<file path="src/rtl/alu_exec_seq.sv">
// -----------------------------------------------------------------------------
// alu_exec_seq
//   Execute-stage sequencer owning the 32-bit ALU datapath. One decoded RV32I
//   instruction is accepted per IN_VALID/IN_READY handshake; operands are
//   selected and latched at accept, the result is computed and returned with
//   its destination register through an OUT_VALID/OUT_READY handshake.
//
//   Optional feature macro: ALU_FAST_SHIFT_EN
//     defined   -> shifts use a single-cycle barrel shifter in EXEC
//     undefined -> shifts run 1 bit per cycle in the SHIFT state
//
// Ports
//   CLK, RST_N         clock (rising edge), async active-low reset
//   IN_VALID/IN_READY  instruction handshake (ready only in IDLE, not flushing)
//   OPCODE, FUNCT3, FUNCT7_B5, RD          decoded instruction fields
//   RS1_DATA, RS2_DATA, PC, IMM12, U_IMM20 operand sources
//   FLUSH              synchronous discard of the in-flight instruction
//   OUT_VALID/OUT_READY result handshake
//   OUT_RESULT, OUT_RD, OUT_ILLEGAL        result, destination, bad-opcode flag
//   BUSY               sequencer is not IDLE
// -----------------------------------------------------------------------------
module alu_exec_seq (
  input  logic        CLK,
  input  logic        RST_N,
  input  logic        IN_VALID,
  output logic        IN_READY,
  input  logic [6:0]  OPCODE,
  input  logic [2:0]  FUNCT3,
  input  logic        FUNCT7_B5,
  input  logic [4:0]  RD,
  input  logic [31:0] RS1_DATA,
  input  logic [31:0] RS2_DATA,
  input  logic [31:0] PC,
  input  logic [11:0] IMM12,
  input  logic [19:0] U_IMM20,
  input  logic        FLUSH,
  output logic        OUT_VALID,
  input  logic        OUT_READY,
  output logic [31:0] OUT_RESULT,
  output logic [4:0]  OUT_RD,
  output logic        OUT_ILLEGAL,
  output logic        BUSY
);

  typedef enum logic [1:0] {
    ST_IDLE  = 2'd0,
    ST_EXEC  = 2'd1,
    ST_SHIFT = 2'd2,
    ST_DONE  = 2'd3
  } state_e;

  typedef enum logic [3:0] {
    OP_ADD  = 4'd0,
    OP_SUB  = 4'd1,
    OP_SLT  = 4'd2,
    OP_SLTU = 4'd3,
    OP_XOR  = 4'd4,
    OP_OR   = 4'd5,
    OP_AND  = 4'd6,
    OP_SLL  = 4'd7,
    OP_SRL  = 4'd8,
    OP_SRA  = 4'd9
  } op_e;

  // FUNCT3 -> ALU op. SUB only exists for register-register ops; the SRA/SRL
  // choice applies to both immediate and register shifts.
  function automatic op_e f3_op(input logic [2:0] f3, input logic b5, input logic is_reg);
    op_e op;
    case (f3)
      3'b000:  op = (is_reg && b5) ? OP_SUB : OP_ADD;
      3'b010:  op = OP_SLT;
      3'b011:  op = OP_SLTU;
      3'b100:  op = OP_XOR;
      3'b110:  op = OP_OR;
      3'b111:  op = OP_AND;
      3'b001:  op = OP_SLL;
      3'b101:  op = b5 ? OP_SRA : OP_SRL;
      default: op = OP_ADD;
    endcase
    return op;
  endfunction

  state_e      state_q, state_d;
  logic [31:0] a_q, a_d;
  logic [31:0] b_q, b_d;
  op_e         op_q, op_d;
  logic [4:0]  rd_q, rd_d;
  logic        illegal_q, illegal_d;
  logic [4:0]  cnt_q, cnt_d;
  logic        out_valid_q, out_valid_d;
  logic [31:0] out_result_q, out_result_d;
  logic [4:0]  out_rd_q, out_rd_d;
  logic        out_illegal_q, out_illegal_d;

  logic [31:0] dec_a;
  logic [31:0] dec_b;
  op_e         dec_op;
  logic        dec_illegal;
  logic        dec_shift;
  logic [31:0] imm_sext;
  logic [31:0] u_imm;
  logic [31:0] alu_res;
  logic [31:0] shift_step;

  // Operand selection and op decode for the instruction currently presented.
  always_comb begin
    imm_sext    = {{20{IMM12[11]}}, IMM12};
    u_imm       = {U_IMM20, 12'd0};
    dec_a       = 32'd0;
    dec_b       = 32'd0;
    dec_op      = OP_ADD;
    dec_illegal = 1'b0;
    case (OPCODE)
      7'b0010011: begin
        dec_a  = RS1_DATA;
        dec_b  = imm_sext;
        dec_op = f3_op(FUNCT3, FUNCT7_B5, 1'b0);
      end
      7'b0110011: begin
        dec_a  = RS1_DATA;
        dec_b  = RS2_DATA;
        dec_op = f3_op(FUNCT3, FUNCT7_B5, 1'b1);
      end
      7'b0000011, 7'b0100011: begin
        // load/store address generation
        dec_a = RS1_DATA;
        dec_b = imm_sext;
      end
      7'b0110111: begin
        dec_b = u_imm;
      end
      7'b0010111: begin
        dec_a = PC;
        dec_b = u_imm;
      end
      default: begin
        dec_illegal = 1'b1;
      end
    endcase
    dec_shift = !dec_illegal &&
                ((dec_op == OP_SLL) || (dec_op == OP_SRL) || (dec_op == OP_SRA));
  end

  // Single-cycle ALU on the latched operands.
  always_comb begin
    alu_res = 32'd0;
    case (op_q)
      OP_ADD:  alu_res = a_q + b_q;
      OP_SUB:  alu_res = a_q - b_q;
      OP_SLT:  alu_res = {31'd0, ($signed(a_q) < $signed(b_q))};
      OP_SLTU: alu_res = {31'd0, (a_q < b_q)};
      OP_XOR:  alu_res = a_q ^ b_q;
      OP_OR:   alu_res = a_q | b_q;
      OP_AND:  alu_res = a_q & b_q;
`ifdef ALU_FAST_SHIFT_EN
      OP_SLL:  alu_res = a_q << b_q[4:0];
      OP_SRL:  alu_res = a_q >> b_q[4:0];
      OP_SRA:  alu_res = $unsigned($signed(a_q) >>> b_q[4:0]);
`endif
      default: alu_res = 32'd0;
    endcase
  end

  // One-bit step of the iterative shifter; the accumulator lives in a_q.
  always_comb begin
    case (op_q)
      OP_SLL:  shift_step = {a_q[30:0], 1'b0};
      OP_SRA:  shift_step = {a_q[31], a_q[31:1]};
      default: shift_step = {1'b0, a_q[31:1]};
    endcase
  end

  // Sequencer next-state and datapath register updates.
  always_comb begin
    state_d       = state_q;
    a_d           = a_q;
    b_d           = b_q;
    op_d          = op_q;
    rd_d          = rd_q;
    illegal_d     = illegal_q;
    cnt_d         = cnt_q;
    out_valid_d   = out_valid_q;
    out_result_d  = out_result_q;
    out_rd_d      = out_rd_q;
    out_illegal_d = out_illegal_q;
    if (FLUSH) begin
      state_d     = ST_IDLE;
      out_valid_d = 1'b0;
      cnt_d       = 5'd0;
    end else begin
      case (state_q)
        ST_IDLE: begin
          if (IN_VALID) begin
            a_d       = dec_a;
            b_d       = dec_b;
            op_d      = dec_op;
            rd_d      = RD;
            illegal_d = dec_illegal;
`ifdef ALU_FAST_SHIFT_EN
            state_d   = ST_EXEC;
`else
            if (dec_shift) begin
              state_d = ST_SHIFT;
              cnt_d   = dec_b[4:0];
            end else begin
              state_d = ST_EXEC;
            end
`endif
          end else begin
            state_d = ST_IDLE;
          end
        end
        ST_EXEC: begin
          out_result_d  = illegal_q ? 32'd0 : alu_res;
          out_illegal_d = illegal_q;
          out_rd_d      = rd_q;
          out_valid_d   = 1'b1;
          state_d       = ST_DONE;
        end
        ST_SHIFT: begin
          if (cnt_q != 5'd0) begin
            a_d   = shift_step;
            cnt_d = cnt_q - 5'd1;
          end else begin
            out_result_d  = a_q;
            out_illegal_d = 1'b0;
            out_rd_d      = rd_q;
            out_valid_d   = 1'b1;
            state_d       = ST_DONE;
          end
        end
        ST_DONE: begin
          if (OUT_READY) begin
            out_valid_d = 1'b0;
            state_d     = ST_IDLE;
          end else begin
            state_d = ST_DONE;
          end
        end
        default: begin
          out_valid_d = 1'b0;
          state_d     = ST_IDLE;
        end
      endcase
    end
  end

  // State and datapath registers.
  always_ff @(posedge CLK or negedge RST_N) begin
    if (!RST_N) begin
      state_q       <= ST_IDLE;
      a_q           <= 32'd0;
      b_q           <= 32'd0;
      op_q          <= OP_ADD;
      rd_q          <= 5'd0;
      illegal_q     <= 1'b0;
      cnt_q         <= 5'd0;
      out_valid_q   <= 1'b0;
      out_result_q  <= 32'd0;
      out_rd_q      <= 5'd0;
      out_illegal_q <= 1'b0;
    end else begin
      state_q       <= state_d;
      a_q           <= a_d;
      b_q           <= b_d;
      op_q          <= op_d;
      rd_q          <= rd_d;
      illegal_q     <= illegal_d;
      cnt_q         <= cnt_d;
      out_valid_q   <= out_valid_d;
      out_result_q  <= out_result_d;
      out_rd_q      <= out_rd_d;
      out_illegal_q <= out_illegal_d;
    end
  end

  // IN_READY must drop in the same cycle FLUSH is raised, so it is gated here.
  assign IN_READY    = (state_q == ST_IDLE) && !FLUSH;
  assign BUSY        = (state_q != ST_IDLE);
  assign OUT_VALID   = out_valid_q;
  assign OUT_RESULT  = out_result_q;
  assign OUT_RD      = out_rd_q;
  assign OUT_ILLEGAL = out_illegal_q;

endmodule
</file>
<file path="config.mk">
export PLATFORM = sky130hd
export DESIGN_NAME = alu_exec_seq
export DESIGN_NICKNAME = d
export VERILOG_FILES = /design/src/rtl/alu_exec_seq.sv
export SDC_FILE = /design/constraint.sdc
export NUM_CORES = 1
export LEC_CHECK = 0
export BUFFER_PORTS_ARGS = -buffer_cell sky130_fd_sc_hd__buf_4
export CORE_ASPECT_RATIO = 1.25
export CORE_MARGIN = 4
export CORE_UTILIZATION = 30
export DETAILED_ROUTE_END_ITERATION = 6
export HOLD_SLACK_MARGIN = 0.08
export PLACE_DENSITY_LB_ADDON = 0.05
export SETUP_SLACK_MARGIN = 0.5
export SLEW_MARGIN = 20
export SYNTH_ARGS = -nofsm -noshare
export SYNTH_HDL_FRONTEND = slang
export SYNTH_SLANG_ARGS = --single-unit
</file>
<file path="constraint.sdc">
create_clock -name CLK -period 2.68 [get_ports CLK]
set_input_delay 0.268 -clock CLK [delete_from_list [all_inputs] [get_ports CLK]]
set_output_delay 0.268 -clock CLK [all_outputs]
set_load 0.02 [all_outputs]
</file>
-- Word level (Yosys, flattened, before mapping)
Cells that the tools add are included.
- mux-type cells: 35
- eq/ne operators: 36
- bitwise operators: 4
- $add $sub $neg: 3
- order comparisons: 2
- reductions and logical operators: 24
- operator list (cell ; number):
    $pmux 32 s2 ; 4
    $pmux 32 s7 ; 1
    $mux 32 ; 4
    $pmux 32 s3 ; 1
    $lt 32x32->1 ; 2
    $pmux 4 s8 ; 2
    $add 32x32->32 ; 1
    $and 32x32->32 ; 1
    $or 32x32->32 ; 1
    $sub 32x32->32 ; 1
    $xor 32x32->32 ; 1
    $mux 5 ; 5
    $eq 7x6->1 const B ; 3
    $eq 4x3->1 const B ; 5
    $pmux 5 s2 ; 2
    $ne 3x3->1 const B ; 5
    $eq 7x5->1 const B ; 2
    $eq 3x3->1 const B ; 4
    $eq 4x4->1 const B ; 3
    $mux 2 ; 5
    $reduce_and 3->1 ; 3
    $eq 4x2->1 const B ; 2
    $ne 2x2->1 const B ; 4
    $pmux 2 s4 ; 1
    other kinds (28) ; 41
- bits in registers: 120
- input port bits: 149
- output and inout port bits: 41
- logic and storage cells: 116

-- Depth between registers and ports, before layout
- depth in word-level cells: 11
- gate-level depth with buffers: 13
- depth with buffers taken out: 13

-- Worst setup path after synthesis
OpenSTA, ideal clock, no wires.
- kind: reg2reg
- from: reg a_q[0]
- to: reg out_result_q[28], in the netlist OUT_RESULT[28]
- clock period less this slack: 2.917 ns
- path buffers: 0
- required time: 2.586 ns
- library setup time: 0.094 ns
- arrival: 2.823 ns
- slack: -0.237 ns
- cell stages (with the launch flop): 14
- cells stage by stage: dfrtp_1 inv_1 ha_1 inv_1 fa_1 nor2b_1 o211ai_1 nand2_1 a221oi_2 a311oi_1 or2_1 and3b_1 o31a_1 a221oi_2
- word-level cells in the longest chain between the ends: 4
- elaborated cells between the ends (all ways): 5
- classes of those cells: add/sub: 2; mux: 3
- RTL lines (item ; line ; text):
    from (decl) ; 84 ; logic [31:0] a_q, a_d;
    from (signal assigned) ; 252 ; a_q <= 32'd0;
    from (signal assigned) ; 264 ; a_q <= a_d;
    $sub 32x32->32 or $add 32x32->32 (tied branches) ; 149, 148 ;
    $pmux 32 s7 * ; 147 ; case (op_q)
    $mux 32 * ; 214 ; out_result_d = illegal_q ? 32'd0 : alu_res;
    $pmux 32 s2 * ; 191 ; case (state_q)
    to (signal assigned) ; 271 ; out_result_q <= out_result_d;
    to (decl) ; 91 ; logic [31:0] out_result_q, out_result_d;
Every way passes the cells marked *; elsewhere a longest branch is shown, timed or not.
A chain may end at the register's enable or synchronous reset.

-- Worst setup path after layout
Same ends and word-level chain as after synthesis.

==> impl_metrics.tcl <==
set metrics [dict create \
    wl_per_cell_um 22.9 \
    nFillCells 3739 \
    cts_tree "yes" \
    clock-sinks 120 \
    yosysTopAreaCell "dfrtp_1" \
    synth_compound_area_share_pct 33.2 \
    clkLatencyLatePin_ps 460 \
    rsz0062_at_grt "yes" \
    post-synth-top-area-fraction_pct 26.4 \
    r2r_slack_ps -440 \
    critPathMaxFanout 3 \
    die_area_sq_mm 0.0411 \
    status "finished with violations" \
    clockBufferDepth 2 \
    grt_usage_pct 26.9 \
    grt_pass1_vias 13600 \
    wl_um 56400 \
    r2r_end "OUT_RESULT[28]" \
    setup_tns_ps -4410 \
    rows 79 \
    floorplan.initialDensity_pct 30.5 \
    grt_overflow 0 \
    ir_drop_mv 0.481 \
    ys_types 82 \
    io_buffers 189 \
    leakagePower_nw 8.05 \
    antenna_left 0 \
    final_common_cell "buf_4" \
    regArea_sq_mm 0.00301 \
    critPathKind "reg -> reg" \
    critPathArrivalTime_ps 3490 \
    drv_cap 0 \
    fmax_mhz 320 \
    r2r_cells 16 \
    synth_top_family_by_area "compound AO/OA/AOI/OAI gates" \
    hp-class "in -> reg" \
    remaining_drc_errors 0 \
    n_antenna_cell 0 \
    netlist_instances 1457 \
    finalSetupViolations 21 \
    synth_area_leaders "dfrtp_1, ha_1, nand2_1" \
    htreeDepth 4 \
    r2r-start "a_q[0]" \
    cts_root_buf "clkbuf_16" \
    finalCritPeriodShare_pct 116 \
    firstDrtPassIters 5 \
    worst_pin_slew_ps 807 \
    synth_seq_cells 120 \
    worst_slack_ps -441 \
    drt_iter0_drc 874 \
    ys.flop_type "dfrtp_1" \
    syn_area_sq_mm 0.0114 \
    synth_edf_count 0 \
    post-route-min-period_ps 3120 \
    worstSetupStartpointType "register" \
    io_pins 190 \
    dp.cells 2378 \
    grt_pass1_wl_um 84600 \
    dp_slack_ps -844 \
    synthMuxAreaShare_pct 2.79 \
    antenna_found_initial 1 \
    endpoint_kind "register" \
    crit_path_end "OUT_RESULT[28]" \
    synthesis.nets 1717 \
    worstSetupStartpoint "a_q[0]" \
    grt_max_degree 68 \
    final_cell_mix "buf_4, nand2_1, dfrtp_1, nor2_1, a21oi_1" \
    skew_ps 8.75 \
    gp_congestion 0.932 \
    routed_via_density 5.49 \
    violations "setup timing" \
    multi_input_area_sq_mm 0.00886 \
    relSlewSlack_pct 46.0 \
    power_density_mw_per_mm2 745 \
    synthAdderAreaFrac_pct 12.3 \
    coreArea_sq_mm 0.0374 \
    syn_avg_cell_area_sq_um 7.81 \
    vias 13500 \
    nNetsFinal 2223 \
    ys.warnings.count 0 \
    die_x_um 182 \
    synth-simple-area-share_pct 16.4 \
    synthXorXnorAreaFrac_pct 1.46 \
    cp.required_ps 3050 \
    async_flop_share_pct 100 \
    cts_made_buffers 17 \
    seq_area_frac_synth_pct 26.4 \
    hold_viol 0 \
    post-route-util_pct 48.9 \
    instances_no_fill 2462 \
    dp_hpwl_um 42900 \
    fp.dieH_um 226 \
    areaGrowthSynthToFinish_pct 60.4 \
    maxSlewViolCount 0 \
    drive_above_1_share_pct 42.5 \
    path_clk_slew_ps 60 \
]
[worst min-delay path by stage]
| stage | startpoint | end | cells past startpoint |
|---|---|---|---|
| floorplan | RST_N | OUT_ILLEGAL | 0 |
| global placement | RST_N | b_q[13] | 1 |
| detailed placement | RST_N | b_q[13] | 1 |
| CTS | FLUSH | cnt_q[0] | 2 |
| global route | RS2_DATA[10] | b_q[10] | 3 |
| finish | U_IMM20[12] | b_q[24] | 3 |
[kinds of logic after synthesis]
family / count (synthesis)
xor+xnor: 19
flops: 120
mux: 31
fa+ha+maj: 111
simple gates: 418
buf+inv: 216
compound gates: 542
[metal layers]
layer / global-route usage (%) / vias up / part of all wire, %
met4: 6.83 / 0 / 2.4
met3: 3.03 / 64 / 4.5
met5: 0 / - / 0
met1: 38.0 / 6650 / 47
li1: - / 6384 / -
met2: 44.1 / 409 / 47
[report_power, final]
group	switching, mW	internal [mW]
Combinational	4.63	4.10
Sequential	0.282	2.24
Clock	1.05	1.29
[worst max-delay path, cell delays in order, from the launching register on]
cell and delay [ps]:
dfrtp_1 380, inv_2 80, ha_4 140, inv_2 40, fa_2 330, nor2b_4 140, o211ai_1 190, buf_4 160
buf_6 100, nand2_4 60, a221oi_4 260, buf_4 170, a311oi_2 90, or2_4 260, and3b_1 160, o31a_1 240
a221oi_2 200
[registers in the layout, summed over array words and instances, names as in the netlist]
name,flops
rd_q,5
a_q,32
op_q,4
cnt_q,5
illegal_q,1
state_q,2
OUT_ILLEGAL,1
OUT_VALID,1
b_q,32
OUT_RESULT,32
OUT_RD,5
[cell usage after synthesis, drive strengths merged, types with 10 or more instances]
library cell  instances
o211ai               14
a221oi               72
ha                  109
clkbuf               82
nand2               194
xnor2                17
nor3                 27
nor4                 11
o22ai                23
a31oi                10
nand3                21
nor2                 98
nand2b               11
inv                 107
a21oi               120
a311oi               37
mux2i                25
buf                  26
a21o                 40
dfrtp               120
o21bai               10
a22oi                17
a211oi               17
o31ai                23
nor2b                12
o21ai               100
[layout make-up]
cell class	instances	area share (%)
flip-flops and latches	120	16.5
repair buffers	594	26.3
clock inverters	15	0.781
inverters	108	2.22
multi-input cells	1122	48.6
clock buffers	17	2.33
well taps	486	3.33
[through the flow]
stage	hold slack, ps	total power [mW]	area [sq um]
6_report	108	13.6	18300
2_1_floorplan	-27.6	6.22	11700
5_1_grt	110	14.4	18300
3_3_place_gp	356	9.79	16000
3_5_place_dp	356	9.79	16000
4_1_cts	84.2	13.0	17600
[repair_timing]
| item | CTS | global route |
|---|---|---|
| hold buffers | 9 | 0 |
| setup buffers | 21 | 18 |
| gates cloned | 1 | 3 |
| pin swaps | 72 | 69 |
| hold endpoints to repair | 72 | 0 |
| resized for setup | 162 | 103 |
| setup endpoints to repair | 63 | 52 |
Note: power is estimated with default switching activity, not from simulation.
